==> config.mk <==
export PLATFORM = sky130hd
export DESIGN_NAME = alu_move_controller_flat
export DESIGN_NICKNAME = d
export VERILOG_FILES = /design/src/rtl/alu_move_controller_if.sv /design/src/rtl/alu_move_controller.sv /design/src/flat_wrapper.sv
export SDC_FILE = /design/constraint.sdc
export NUM_CORES = 1
export LEC_CHECK = 0
export BUFFER_PORTS_ARGS = -buffer_cell sky130_fd_sc_hd__buf_2
export CAP_MARGIN = 10
export CORE_UTILIZATION = 46
export CTS_CLUSTER_DIAMETER = 120
export DETAILED_ROUTE_END_ITERATION = 8
export PLACE_DENSITY = 0.77
export SYNTH_ARGS = -nofsm -noshare
export SYNTH_HDL_FRONTEND = slang
export SYNTH_SLANG_ARGS = --single-unit
==> constraint.sdc <==
create_clock -name clk -period 1.9 [get_ports clk]
set_input_delay 0.285 -clock clk [delete_from_list [all_inputs] [get_ports clk]]
set_output_delay 0.285 -clock clk [all_outputs]
set_load 0.01 [all_outputs]
==> src/rtl/alu_move_controller_if.sv <==
// Bundle between the path-search requester / ALU datapath (master) and the move controller (slave).
interface alu_move_controller_if #(
    parameter int size = 5
);
    logic            start;
    logic [1:0]      dir;
    logic [size:0]   alu_res;
    logic            alu_sign;
    logic [size-1:0] alu_in1;
    logic [size-1:0] alu_in2;
    logic            alu_op;
    logic            alu_iseq;
    logic [size-1:0] x;
    logic [size-1:0] y;
    logic            busy;
    logic            done;
    logic            blocked;
    logic [7:0]      move_count;

    modport master (
        output start, dir, alu_res, alu_sign,
        input  alu_in1, alu_in2, alu_op, alu_iseq, x, y, busy, done, blocked, move_count
    );

    modport slave (
        input  start, dir, alu_res, alu_sign,
        output alu_in1, alu_in2, alu_op, alu_iseq, x, y, busy, done, blocked, move_count
    );
endinterface

==> src/rtl/alu_move_controller.sv <==
// Steps an (x, y) coordinate by +/-5 through the shared ALU, range-checks the result, commits or blocks.
// Latency: start at edge N -> x/y updated at N+2, done pulse in the following cycle, idle again from N+3.
// Backpressure: none; start is only sampled in IDLE and dropped while busy. MOVE_COUNT_EN enables move_count.
module alu_move_controller #(
    parameter int size      = 5,
    parameter int MAX_COORD = 31,
    parameter int INIT_X    = 0,
    parameter int INIT_Y    = 0
) (
    input  logic                  clk,
    input  logic                  rst,
    alu_move_controller_if.slave  bus
);

    typedef enum logic [1:0] {
        IDLE  = 2'd0,
        CALC  = 2'd1,
        CHECK = 2'd2,
        DONE  = 2'd3
    } state_t;

    localparam logic [size-1:0] MAX_C   = size'(MAX_COORD);
    localparam logic [size-1:0] INIT_XC = size'(INIT_X);
    localparam logic [size-1:0] INIT_YC = size'(INIT_Y);

    state_t          state_q;
    logic [size:0]   res_q;
    logic            sign_q;
    logic [size-1:0] x_q, x_d;
    logic [size-1:0] y_q, y_d;
    logic            blocked_q, blocked_d;
    logic            op_q;
    logic            iseq_q;
    logic            done_q;
    logic            invalid;

`ifdef MOVE_COUNT_EN
    logic [7:0]      cnt_q, cnt_d;
`endif

    // res_q[size] is the add-overflow bit; it blocks the move exactly like a negative result.
    assign invalid = sign_q | res_q[size] | (res_q[size-1:0] > MAX_C);

    always_comb begin
        x_d       = x_q;
        y_d       = y_q;
        blocked_d = blocked_q;
`ifdef MOVE_COUNT_EN
        cnt_d     = cnt_q;
`endif
        if (state_q == CHECK) begin
            blocked_d = invalid;
            if (!invalid) begin
                // iseq_q is the latched dir[1]: it picks the axis the ALU worked on.
                if (iseq_q) begin
                    y_d = res_q[size-1:0];
                end else begin
                    x_d = res_q[size-1:0];
                end
`ifdef MOVE_COUNT_EN
                if (cnt_q != 8'hFF) begin
                    cnt_d = cnt_q + 8'd1;
                end
`endif
            end
        end
    end

    always_ff @(posedge clk) begin
        if (!rst) begin
            state_q   <= IDLE;
            res_q     <= '0;
            sign_q    <= 1'b0;
            x_q       <= INIT_XC;
            y_q       <= INIT_YC;
            blocked_q <= 1'b0;
            op_q      <= 1'b0;
            iseq_q    <= 1'b0;
            done_q    <= 1'b0;
`ifdef MOVE_COUNT_EN
            cnt_q     <= 8'd0;
`endif
        end else begin
            x_q       <= x_d;
            y_q       <= y_d;
            blocked_q <= blocked_d;
            done_q    <= 1'b0;
`ifdef MOVE_COUNT_EN
            cnt_q     <= cnt_d;
`endif
            case (state_q)
                IDLE: begin
                    if (bus.start) begin
                        // ALU controls are registered here so they are valid throughout CALC.
                        op_q    <= ~bus.dir[0];
                        iseq_q  <= bus.dir[1];
                        state_q <= CALC;
                    end
                end
                CALC: begin
                    res_q   <= bus.alu_res;
                    sign_q  <= bus.alu_sign;
                    state_q <= CHECK;
                end
                CHECK: begin
                    done_q  <= 1'b1;
                    state_q <= DONE;
                end
                DONE: begin
                    op_q    <= 1'b0;
                    iseq_q  <= 1'b0;
                    state_q <= IDLE;
                end
                default: begin
                    state_q <= IDLE;
                end
            endcase
        end
    end

    assign bus.alu_in1  = x_q;
    assign bus.alu_in2  = y_q;
    assign bus.alu_op   = op_q;
    assign bus.alu_iseq = iseq_q;
    assign bus.x        = x_q;
    assign bus.y        = y_q;
    assign bus.busy     = (state_q != IDLE);
    assign bus.done     = done_q;
    assign bus.blocked  = blocked_q;
`ifdef MOVE_COUNT_EN
    assign bus.move_count = cnt_q;
`else
    assign bus.move_count = 8'd0;
`endif

endmodule

==> src/flat_wrapper.sv <==
// flat-port wrapper written by rule: the top's interface ports become plain ports
module alu_move_controller_flat 
#(
    parameter int size      = 5,
    parameter int MAX_COORD = 31,
    parameter int INIT_X    = 0,
    parameter int INIT_Y    = 0
)
  (clk, rst, bus_start, bus_dir, bus_alu_res, bus_alu_sign, bus_alu_in1, bus_alu_in2, bus_alu_op, bus_alu_iseq, bus_x, bus_y, bus_busy, bus_done, bus_blocked, bus_move_count);
  alu_move_controller_if #(.size(size)) bus_i ();
  input  logic clk;
  input  logic rst;
  input wire logic [$bits(bus_i.start)-1:0] bus_start;
  input wire logic [$bits(bus_i.dir)-1:0] bus_dir;
  input wire logic [$bits(bus_i.alu_res)-1:0] bus_alu_res;
  input wire logic [$bits(bus_i.alu_sign)-1:0] bus_alu_sign;
  output wire logic [$bits(bus_i.alu_in1)-1:0] bus_alu_in1;
  output wire logic [$bits(bus_i.alu_in2)-1:0] bus_alu_in2;
  output wire logic [$bits(bus_i.alu_op)-1:0] bus_alu_op;
  output wire logic [$bits(bus_i.alu_iseq)-1:0] bus_alu_iseq;
  output wire logic [$bits(bus_i.x)-1:0] bus_x;
  output wire logic [$bits(bus_i.y)-1:0] bus_y;
  output wire logic [$bits(bus_i.busy)-1:0] bus_busy;
  output wire logic [$bits(bus_i.done)-1:0] bus_done;
  output wire logic [$bits(bus_i.blocked)-1:0] bus_blocked;
  output wire logic [$bits(bus_i.move_count)-1:0] bus_move_count;
  assign bus_i.start = bus_start;
  assign bus_i.dir = bus_dir;
  assign bus_i.alu_res = bus_alu_res;
  assign bus_i.alu_sign = bus_alu_sign;
  assign bus_alu_in1 = bus_i.alu_in1;
  assign bus_alu_in2 = bus_i.alu_in2;
  assign bus_alu_op = bus_i.alu_op;
  assign bus_alu_iseq = bus_i.alu_iseq;
  assign bus_x = bus_i.x;
  assign bus_y = bus_i.y;
  assign bus_busy = bus_i.busy;
  assign bus_done = bus_i.done;
  assign bus_blocked = bus_i.blocked;
  assign bus_move_count = bus_i.move_count;
  alu_move_controller #(.size(size), .MAX_COORD(MAX_COORD), .INIT_X(INIT_X), .INIT_Y(INIT_Y)) u_core (.clk(clk), .rst(rst), .bus(bus_i));
endmodule
==> summary.txt, run 1 <==
Worst hold path
  – Worst hold path type: in -> reg

Worst setup path
  – Worst R2R Setup Slack: 150 ps
  – RR Startpoint: u_core.state_q[0]$_SDFFE_PN0P_
  – Crit Path Class: reg -> reg
  – CP startpoint kind: flip-flop
  – Crit path max fanout: 10
  – Crit path from: u_core.state_q[0]$_SDFFE_PN0P_
  – Cells on worst reg2reg path: 5
  – Critical path destination: u_core.bus.alu_in1[2]$_SDFFE_PN0P_
  – CP Capture Type: flip-flop
  – WP data arrival: 1940 ps
  – Worst R2R End: u_core.bus.alu_in1[2]$_SDFFE_PN0P_
  – CP Data Required Time: between 2000 and 2500 ps

GRT
  – Initial antenna violation count: 0
  – Tot GR Track Use: 0.160
  – First-pass GRT wire length: 3.03 mm
  – Largest net degree at the start of global routing: 22
  – Vias in the first global route: 709
  – Total grt overflow: 0

Clock network
  – Resized Gates After CTS: 0
  – Hold buffers post-CTS: 0
  – CTS tree: built
  – TritonCTS Buffers: 3
  – Max H-tree Level: 1
  – Root Buffer: clkbuf_4
  – Post-CTS Setup Inserts: 0
  – Clock Latency Late Sink: 300 ps
  – Max Buffers Root-to-Sink: 2
  – Worst-path clk slew: 120 ps
  – Clock sinks: 23

Flow run
  – Total of max-cap violations: 0

Logic synthesis
  – Top post-synthesis cells by area: dfxtp_1 42%, buf_4 12%, mux2i_1 12%
  – Yosys top cell area share: 0.425
  – Post-synth EDFFs: 0
  – Synth Instances: 113
  – Most frequent cell after synthesis: dfxtp_1
  – Synthesized area: roughly 1100 um2
  – Asr flop ratio synth: 0
  – FF+latch count, synth: 23
  – Synth Flop Type: dfxtp_1
  – Cell variety after synth: 24
  – Avg Inst Size Synth: 9.59 um2
  – Cell taking the most area after synthesis: dfxtp_1
  – Syn. warnings: 0
  – Sequential share of the synthesized area: 0.425
  – Synth top cells by count: 23 x dfxtp_1, 18 x buf_4, 13 x mux2i_1, 13 x nand2_1, 10 x nor2_1

Placed design
  – IO Port Bufs: 36
  – Hpwl dp: 1.44 mm
  – Post-DP Area: ~1200 um2
  – GPL Wtd Cong: ~0.73
  – Setup WS pre-CTS: 165 ps

Status
  – Outcome: finished, final reports clean

Detailed routing
  – Final ANT Viol Nets: 0
  – Routed vias/inst: 4.72
  – Drt drc: 0
  – DR WL/cell: 11.1 um
  – 1st-iter DRT viols: 17
  – Pre-Repair DR Iteration Count: 4
  – Vias: ~780
  – Routed WL: 1.84 mm

Floorplanning
  – IO Pins: 45
  – Core area: 2210 um2
  – Die height: 50.5 um
  – Die area: 2550 um2
  – Initial core utilization: 0.490
  – Die W: 50.5 um
  – Floorplan row count: 17

Power and ir drop
  – Leak: 0.000570 uW
  – Peak VDD IR: roughly 0.6 mV
  – Final total power: 1330 uW
  – Power per Cell Area: 1110 nW/um2

STA
  – Setup ws final: 152 ps
  – Final min period: about 1700 ps
  – Setup Viol. Count Final: 0
  – Period utilisation layout: 0.920
  – Clock Skew: 2.68 ps
  – Slew Limit Fails: 0
  – Final Hold Fails: 0
  – Worst-Margin Slew: 511 ps
  – Setup_tns: 0 ps
  – F_max: 0.572 GHz
  – Relative slew slack: 0.659
  – Unrepaired setup endpoints after global routing: false

Cells and area
  – N_diodes: 0
  – Layout cells sized above 1: 0.362
  – Cell area after layout: 1190 um2
  – Final net count: approximately 160
  – Layout Area Growth over Synthesis: 10.2%
## where the power goes
| group | internal, uW | switching, uW | total, uW |
|---|---|---|---|
| logic | 199 | 275 | 474 |
| registers | 570 | 62.8 | 633 |
| clock network | 81.8 | 138 | 220 |
## layer usage
metal	wire length, um	global-route usage	part of all wire	vias to the layer above
met5	0	0	0	-
met4	30	0.0972	0.016	0
met3	97	0.0394	0.053	4
met2	913	0.262	0.50	27
met1	794	0.188	0.43	355
li1	-	-	-	398
## area by class of cell
type,instances,area (um2)
fillers,206,1020
multi-input cells,70,469
flip-flops and latches,23,460
repair buffers,37,188
well taps,28,35.0
clock buffers,4,26.3
inverters,4,15.0
## critical path, stage by stage, from the launching register on
cell	delay (ps)
dfxtp_1	360
inv_1	80
ha_1	220
or4b_1	720
nand3_2	190
o21ai_2	70
## registers in the layout, indices dropped and copies added, names as in the netlist
register / cells
u_core.state_q: 2
u_core.bus.alu_in2: 5
u_core.bus.done: 1
u_core.bus.blocked: 1
u_core.res_q: 6
u_core.bus.alu_iseq: 1
u_core.bus.alu_op: 1
u_core.bus.alu_in1: 5
u_core.sign_q: 1
## stage by stage
step / cells / util / hold slack, ps
2_1_floorplan: 120 / - / 403
3_3_place_gp: 162 / 0.528 / 455
3_5_place_dp: 162 / 0.528 / 459
4_1_cts: 166 / 0.540 / 154
5_1_grt: 166 / 0.540 / 165
6_report: 166 / 0.540 / 166
## placed cells by master, fill, tap and decap left out, drive strengths merged
cell and instances:
nand3b 1, o32ai 1, o22ai 1, conb 8, dfxtp 23, nor2 10
clkbuf 4, buf 37, inv 3, nand2 13, ha 4, nand3 5
clkinv 1, o21a 1, and2 1, a21oi 2, mux2i 13, and3 1
o21ai 7, nand2b 1, or4b 1
## cell families after synthesis
family          share of synthesized area
flops                               0.425
fa+ha+maj                          0.0462
compound gates                     0.0797
mux                                 0.120
other cells                       0.00346
buf+inv                             0.166
simple gates                        0.159
## how the worst min path moves through the flow
| stage | startpoint | endpoint | slack [ps] | cells past startpoint |
|---|---|---|---|---|
| floorplan | bus_dir[0] | u_core.bus.alu_op$_SDFFE_PN0P_ | 400 | 1 |
| global placement | u_core.bus.alu_in2[4]$_SDFFE_PN0P_ | u_core.bus.alu_in2[4]$_SDFFE_PN0P_ | 460 | 2 |
| detailed placement | u_core.bus.alu_in1[4]$_SDFFE_PN0P_ | u_core.bus.alu_in1[4]$_SDFFE_PN0P_ | 460 | 2 |
| CTS | bus_dir[0] | u_core.bus.alu_op$_SDFFE_PN0P_ | 150 | 2 |
| global route | bus_dir[0] | u_core.bus.alu_op$_SDFFE_PN0P_ | 160 | 2 |
| finish | bus_dir[0] | u_core.bus.alu_op$_SDFFE_PN0P_ | 170 | 2 |
Note: power is estimated with default switching activity, not from simulation.
==> run 2, diff against run 1 <==
--- a/config.mk
+++ b/config.mk
@@ -10,7 +10,7 @@
 export CORE_UTILIZATION = 46
 export CTS_CLUSTER_DIAMETER = 120
 export DETAILED_ROUTE_END_ITERATION = 8
-export PLACE_DENSITY = 0.77
+export PLACE_DENSITY = 0.75
 export SYNTH_ARGS = -nofsm -noshare
 export SYNTH_HDL_FRONTEND = slang
 export SYNTH_SLANG_ARGS = --single-unit
==> constraint.sdc (replaced) <==
create_clock -name clk -period 1.8 [get_ports clk]
set_input_delay 0.27 -clock clk [delete_from_list [all_inputs] [get_ports clk]]
set_output_delay 0.27 -clock clk [all_outputs]
set_load 0.01 [all_outputs]
==> run 2 against run 1 <==
Utilization rose by 0.17 points. Count of clock-buffer cells in the layout did not move. Total power rose by 6.0%. Die area did not move. Clock power rose by 4%. Fmax rose by 13%. First-iteration DRC count did not move. Non-clock buffer count did not move. Flip-flop and latch count did not move. Cell count did not move. Setup slack improved by 100 ps. Via count rose by 1.8%.
==> summary.txt, run 2 (same netlist as run 1, synthesis figures left out) <==
Detailed routing
  – Drt drc: 0 (unchanged)
  – Routed WL: 1.96 mm (+6.8%)
  – Met3 routed WL: 114 um (+18%)
  – Met2 routed wirelength: 1.04 mm (+13%)
  – Top layer in use: met4
  – 1st-iter DRT viols: 17 (unchanged)
  – Final ANT Viol Nets: 0 (unchanged)
  – Pre-Repair DR Iteration Count: 4 (unchanged)
  – Met1 WL: 781 um (-1.6%)
  – Vias: 798 (+1.8%)
  – Routed vias/inst: 4.81 (+1.8%)
  – DR WL/cell: 11.8 um (+6.8%)

Cells and area
  – N_diodes: 0 (unchanged)
  – Layout cells sized above 1: 0.370 (+0.00725)
  – Layout fillers: 229 (+11%)
  – Layout Area Growth over Synthesis: 10.5%
  – Final net count: 155 (unchanged)
  – Max reg flops: 6 (unchanged)
  – Commonest non-fill, non-tap cell in the layout: buf_2
  – Post-route non-filler standard cell count: 166 (unchanged)
  – Leading cell types in the layout, fill and taps excluded: 36 x buf_2, 23 x dfxtp_1, 13 x nand2_1, 13 x mux2i_1, 10 x nor2_1
  – Reg with most FFs: u_core.res_q

STA
  – Period utilisation layout: 0.860 (-0.0598)
  – Final Hold Fails: 0 (unchanged)
  – F_max: 0.646 GHz (+13%)
  – Unrepaired setup endpoints after global routing: false
  – Setup_tns: 0 ps (unchanged)
  – Clock Skew: 3.88 ps (+1.21 ps)
  – Slew Limit Fails: 0 (unchanged)
  – Final min period: 1550 ps (-200 ps)
  – Setup Viol. Count Final: 0 (unchanged)
  – Setup ws final: 252 ps (+99.7 ps)

Status
  – Outcome: finished, final reports clean

Clock network
  – Post-CTS Setup Inserts: 0 (unchanged)
  – TritonCTS Buffers: 3 (unchanged)
  – Hold buffers post-CTS: 0 (unchanged)
  – Max Buffers Root-to-Sink: 2 (unchanged)
  – Resized Gates After CTS: 0 (unchanged)
  – Root Buffer: clkbuf_4
  – CTS tree: built
  – Worst-path clk slew: 120 ps (about the same)
  – Max H-tree Level: 1 (unchanged)
  – Clock Latency Late Sink: 300 ps (about the same)
  – Clock sinks: 23 (unchanged)

Worst setup path
  – Crit path buf inv count: 1 (unchanged)
  – Worst R2R Setup Slack: 250 ps (+100 ps)
  – Crit-path slowest cell: or4b_4
  – Worst R2R End: u_core.bus.alu_in1[4]$_SDFFE_PN0P_
  – Crit path max fanout: 10 (unchanged)
  – CP startpoint kind: flip-flop
  – CP max stage delay: 600 ps (-120 ps)
  – CP Capture Type: flip-flop
  – RR Startpoint: u_core.state_q[0]$_SDFFE_PN0P_
  – CP top delay family: simple AND/OR/NAND/NOR gates
  – Cells along the critical path: inv_1 -> ha_1 -> or4b_4 -> nand3_2 -> o21ai_2
  – Critical path depth: 5 (unchanged)
  – WP data arrival: 1750 ps (-190 ps)
  – CP Data Required Time: 2000 ps (-90 ps)
  – Crit Path Class: reg -> reg
  – Cells on worst reg2reg path: 5 (unchanged)

Worst hold path
  – Hold path cells: 2 (unchanged)
  – Worst hold path type: in -> reg
  – Hold Crit Start: bus_dir[0]
  – Hold EP: u_core.bus.alu_op$_SDFFE_PN0P_

Placed design
  – Cells after DPL: 162 (unchanged)
  – Setup WS pre-CTS: 84.8 ps (-80.2 ps)
  – Hpwl dp: 1.50 mm (+4.3%)
  – GPL Wtd Cong: 0.749 (+3.0%)
  – IO Port Bufs: 36 (unchanged)

Floorplanning
  – Die height: 50.5 um (unchanged)
  – Die area: 2550 um2 (unchanged)
  – Die W: 50.5 um (unchanged)
  – Floorplan row count: 17 (unchanged)
  – IO Pins: 45 (unchanged)
  – Core area: 2210 um2 (unchanged)
  – Initial core utilization: 0.490 (unchanged)

Power and ir drop
  – Leak: 0.000573 uW (+0.41%)
  – Peak VDD IR: 0.600 mV (+1.9%)
  – Power per Cell Area: 1170 nW/um2 (+5.6%)

GRT
  – First-pass GRT wire length: 3.21 mm (+5.9%)
  – Tot GR Track Use: 0.170 (+0.00933)
  – Vias in the first global route: 721 (+1.7%)
  – Initial antenna violation count: 0 (unchanged)
  – Total grt overflow: 0 (unchanged)
  – Largest net degree at the start of global routing: 22 (unchanged)

Flow run
  – Total of max-cap violations: 0 (unchanged)
==> run 2: cell count changes in the layout (fill, tap and decap cells not counted) <==
cell    before  now
or4b_1       1    0
or4b_4       0    1
==> run 2: how the worst max path moves through the flow <==
stage | end | slack, ps | from
after floorplan | u_core.bus.alu_in1[2]$_SDFFE_PN0P_ | 370 | u_core.state_q[0]$_SDFFE_PN0P_
after global placement | u_core.bus.alu_in1[2]$_SDFFE_PN0P_ | 150 | u_core.state_q[0]$_SDFFE_PN0P_
after detailed placement | u_core.bus.alu_in1[4]$_SDFFE_PN0P_ | 80 | u_core.state_q[0]$_SDFFE_PN0P_
after CTS | u_core.bus.alu_in1[4]$_SDFFE_PN0P_ | 60 | u_core.state_q[0]$_SDFFE_PN0P_
after global routing | bus_busy | 150 | u_core.state_q[0]$_SDFFE_PN0P_
final | u_core.bus.alu_in1[4]$_SDFFE_PN0P_ | 250 | u_core.state_q[0]$_SDFFE_PN0P_
==> run 2: cell type report <==
type                            instances  area [um2]  share of cell area
Tap cell                               28        35.0              0.0293
Sequential cell                        23         460               0.385
Multi-Input combinational cell         70         473               0.395
Clock buffer                            4        26.3              0.0219
Timing Repair Buffer                   37         188               0.157
Inverter                                4        15.0              0.0125
==> run 2: power by group <==
part,total (uW),internal [uW],switching (uW)
registers,674,602,71.5
logic,505,215,290
clock network,228,86.3,141
==> run 2: metrics by stage <==
stage / util / hold WS [ps] / instance area (um2) / power (uW)
final: 0.541 / 162 / 1200 / 1410
after global routing: 0.541 / 132 / 1200 / 1520
after global placement: 0.528 / 456 / 1170 / 1140
after CTS: 0.540 / 150 / 1190 / 1410
after detailed placement: 0.528 / 459 / 1170 / 1180
after floorplan: - / 388 / 1110 / 1080
==> run 2: routing by layer <==
metal / GRT usage / vias to the layer above
met5: 0 / -
li1: - / 394
met1: 0.206 / 369
met3: 0.0364 / 4
met4: 0.106 / 0
met2: 0.271 / 31
==> run 3, diff against run 2 <==
--- a/config.mk
+++ b/config.mk
@@ -5,7 +5,7 @@
 export SDC_FILE = /design/constraint.sdc
 export NUM_CORES = 1
 export LEC_CHECK = 0
-export BUFFER_PORTS_ARGS = -buffer_cell sky130_fd_sc_hd__buf_2
+export BUFFER_PORTS_ARGS = -buffer_cell sky130_fd_sc_hd__clkbuf_2
 export CAP_MARGIN = 10
 export CORE_UTILIZATION = 46
 export CTS_CLUSTER_DIAMETER = 120
==> run 3 against run 2 <==
Combinational power shrank 3%. Fmax up 0.47%. Critical path depth unchanged. Via count decreased by 4.6%. Clock power hardly changed. Cell count did not move. Cell area unchanged. Count of clock-buffer cells in the layout unchanged. Register-to-register slack is essentially flat. Largest power group unchanged.
==> summary.txt, run 3 (same netlist as run 1, synthesis figures left out) <==
Worst hold path
  – Worst hold path type: in -> reg
  – Hold EP: u_core.bus.alu_op$_SDFFE_PN0P_
  – Hold path cells: 2 (unchanged)
  – Hold Crit Start: bus_dir[0]

GRT
  – Tot GR Track Use: 0.163 (-0.00710)
  – Initial antenna violation count: 0 (unchanged)
  – Largest net degree at the start of global routing: 23 (+4.5%)
  – First-pass GRT wire length: 3.02 mm (-5.8%)
  – Vias in the first global route: 662 (-8.2%)
  – Total grt overflow: 0 (unchanged)

Power and ir drop
  – Peak VDD IR: 0.714 mV (+19%)
  – Leak: 0.000553 uW (-3.4%)
  – Power per Cell Area: 1160 nW/um2 (-0.97%)

Cells and area
  – Post-route non-filler standard cell count: 166 (unchanged)
  – N_diodes: 0 (unchanged)
  – Layout Area Growth over Synthesis: 10.5% (unchanged)
  – Layout cells sized above 1: 0.370 (unchanged)
  – Final net count: 155 (unchanged)
  – Commonest non-fill, non-tap cell in the layout: clkbuf_2
  – Max reg flops: 6 (unchanged)
  – Reg with most FFs: u_core.res_q
  – Core Util, Final: 0.541 (unchanged)
  – Leading cell types in the layout, fill and taps excluded: 36 x clkbuf_2, 23 x dfxtp_1, 13 x nand2_1, 13 x mux2i_1, 10 x nor2_1

Placed design
  – Cells after DPL: 162 (unchanged)
  – GPL Wtd Cong: 0.717 (-4.3%)
  – IO Port Bufs: 36 (unchanged)
  – Hpwl dp: 1.45 mm (-3.5%)

Worst setup path
  – CP startpoint kind: flip-flop
  – WP data arrival: 1740 ps (about the same)
  – Worst R2R Setup Slack: 260 ps (about the same)
  – Crit-path slowest cell: or4b_4
  – Crit path max fanout: 10 (unchanged)
  – Crit Path Class: reg -> reg
  – CP Capture Type: flip-flop
  – CP max stage delay: 600 ps (about the same)
  – CP Data Required Time: 2000 ps (about the same)
  – Cells on worst reg2reg path: 5 (unchanged)
  – CP top delay family: simple AND/OR/NAND/NOR gates
  – Crit path buf inv count: 1 (unchanged)
  – Worst R2R End: u_core.bus.alu_in1[3]$_SDFFE_PN0P_
  – RR Startpoint: u_core.state_q[0]$_SDFFE_PN0P_
  – Cells along the critical path: inv_1 -> ha_1 -> or4b_4 -> nand3_2 -> o21ai_2

STA
  – Final min period: 1540 ps (-7.25 ps)
  – Final Hold Fails: 0 (unchanged)
  – Setup_tns: 0 ps (unchanged)
  – Clock Skew: 4.16 ps (+0.275 ps)
  – Setup Viol. Count Final: 0 (unchanged)
  – Unrepaired setup endpoints after global routing: false
  – F_max: 0.649 GHz (+0.47%)
  – Hold_ws: 163 ps (+0.506 ps)
  – Period utilisation layout: 0.856 (-0.00403)
  – Slew Limit Fails: 0 (unchanged)

Detailed routing
  – Final ANT Viol Nets: 0 (unchanged)
  – Routed WL: 1.81 mm (-7.9%)
  – 1st-iter DRT viols: 4 (-13)
  – Pre-Repair DR Iteration Count: 2 (-2)
  – Vias: 761 (-4.6%)
  – DR WL/cell: 10.9 um (-7.9%)
  – Routed vias/inst: 4.58 (-4.6%)
  – Drt drc: 0 (unchanged)

Clock network
  – Post-CTS Setup Inserts: 0 (unchanged)
  – Clock Latency Late Sink: 300 ps (about the same)
  – Root Buffer: clkbuf_4
  – TritonCTS Buffers: 3 (unchanged)
  – Clock sinks: 23 (unchanged)
  – CTS tree: built
  – Max H-tree Level: 1 (unchanged)
  – Max Buffers Root-to-Sink: 2 (unchanged)
  – Worst-path clk slew: 120 ps (about the same)

Floorplanning
  – Core area: 2210 um2 (unchanged)
  – Floorplan row count: 17 (unchanged)
  – IO Pins: 45 (unchanged)
  – Die area: 2550 um2 (unchanged)
  – Die height: 50.5 um (unchanged)
  – Die W: 50.5 um (unchanged)
  – Initial core utilization: 0.490 (unchanged)

Flow run
  – Total of max-cap violations: 0 (unchanged)

Status
  – Outcome: finished, final reports clean
## run 3: cell types whose count changed in the layout (fill, tap and decap cells not counted)
cell      previous run  this run
buf_2               36         0
clkbuf_2             0        36
## run 3: routing by layer
metal	up-vias	GRT usage	share of wire
met5	-	0	0
met4	0	0.0833	0.0072
met3	2	0.0364	0.039
met2	18	0.258	0.50
met1	343	0.205	0.45
li1	398	-	-
## run 3: worst max path at each step
| stage | start | to | slack [ps] | cells past startpoint |
|---|---|---|---|---|
| detailed placement | u_core.state_q[0]$_SDFFE_PN0P_ | u_core.bus.alu_in1[2]$_SDFFE_PN0P_ | 90 | 5 |
| finish | u_core.state_q[0]$_SDFFE_PN0P_ | u_core.bus.alu_in1[3]$_SDFFE_PN0P_ | 260 | 5 |
| global placement | u_core.state_q[0]$_SDFFE_PN0P_ | u_core.bus.alu_in1[2]$_SDFFE_PN0P_ | 150 | 5 |
| global route | u_core.state_q[0]$_SDFFE_PN0P_ | u_core.bus.alu_in1[2]$_SDFFE_PN0P_ | 190 | 5 |
| floorplan | u_core.state_q[0]$_SDFFE_PN0P_ | u_core.bus.alu_in1[2]$_SDFFE_PN0P_ | 370 | 6 |
| CTS | u_core.state_q[0]$_SDFFE_PN0P_ | u_core.bus.alu_in1[2]$_SDFFE_PN0P_ | 60 | 5 |
## run 3: area by class of cell
class	instances	area (um2)
fillers	229	1010
multi-input cells	70	473
flip-flops and latches	23	460
repair buffers	37	188
well taps	28	35.0
clock buffers	4	26.3
inverters	4	15.0
## run 3: metrics by stage
stage          setup WS [ps]  cell area [um2]  total power, uW
2_1_floorplan            373             1110             1080
3_3_place_gp             150             1170             1150
3_5_place_dp            92.7             1170             1170
4_1_cts                 63.6             1190             1400
5_1_grt                  186             1200             1510
6_report                 259             1200             1390
## run 3: what timing repair did
action                     4_1_cts  5_1_grt
setup endpoints to repair        0        5
hold buffers                     0        0
gates resized for setup          0        1
## run 3: where the power goes
part	internal [uW]	switching, uW
Clock	86.2	141
Sequential	602	71.8
Combinational	214	277
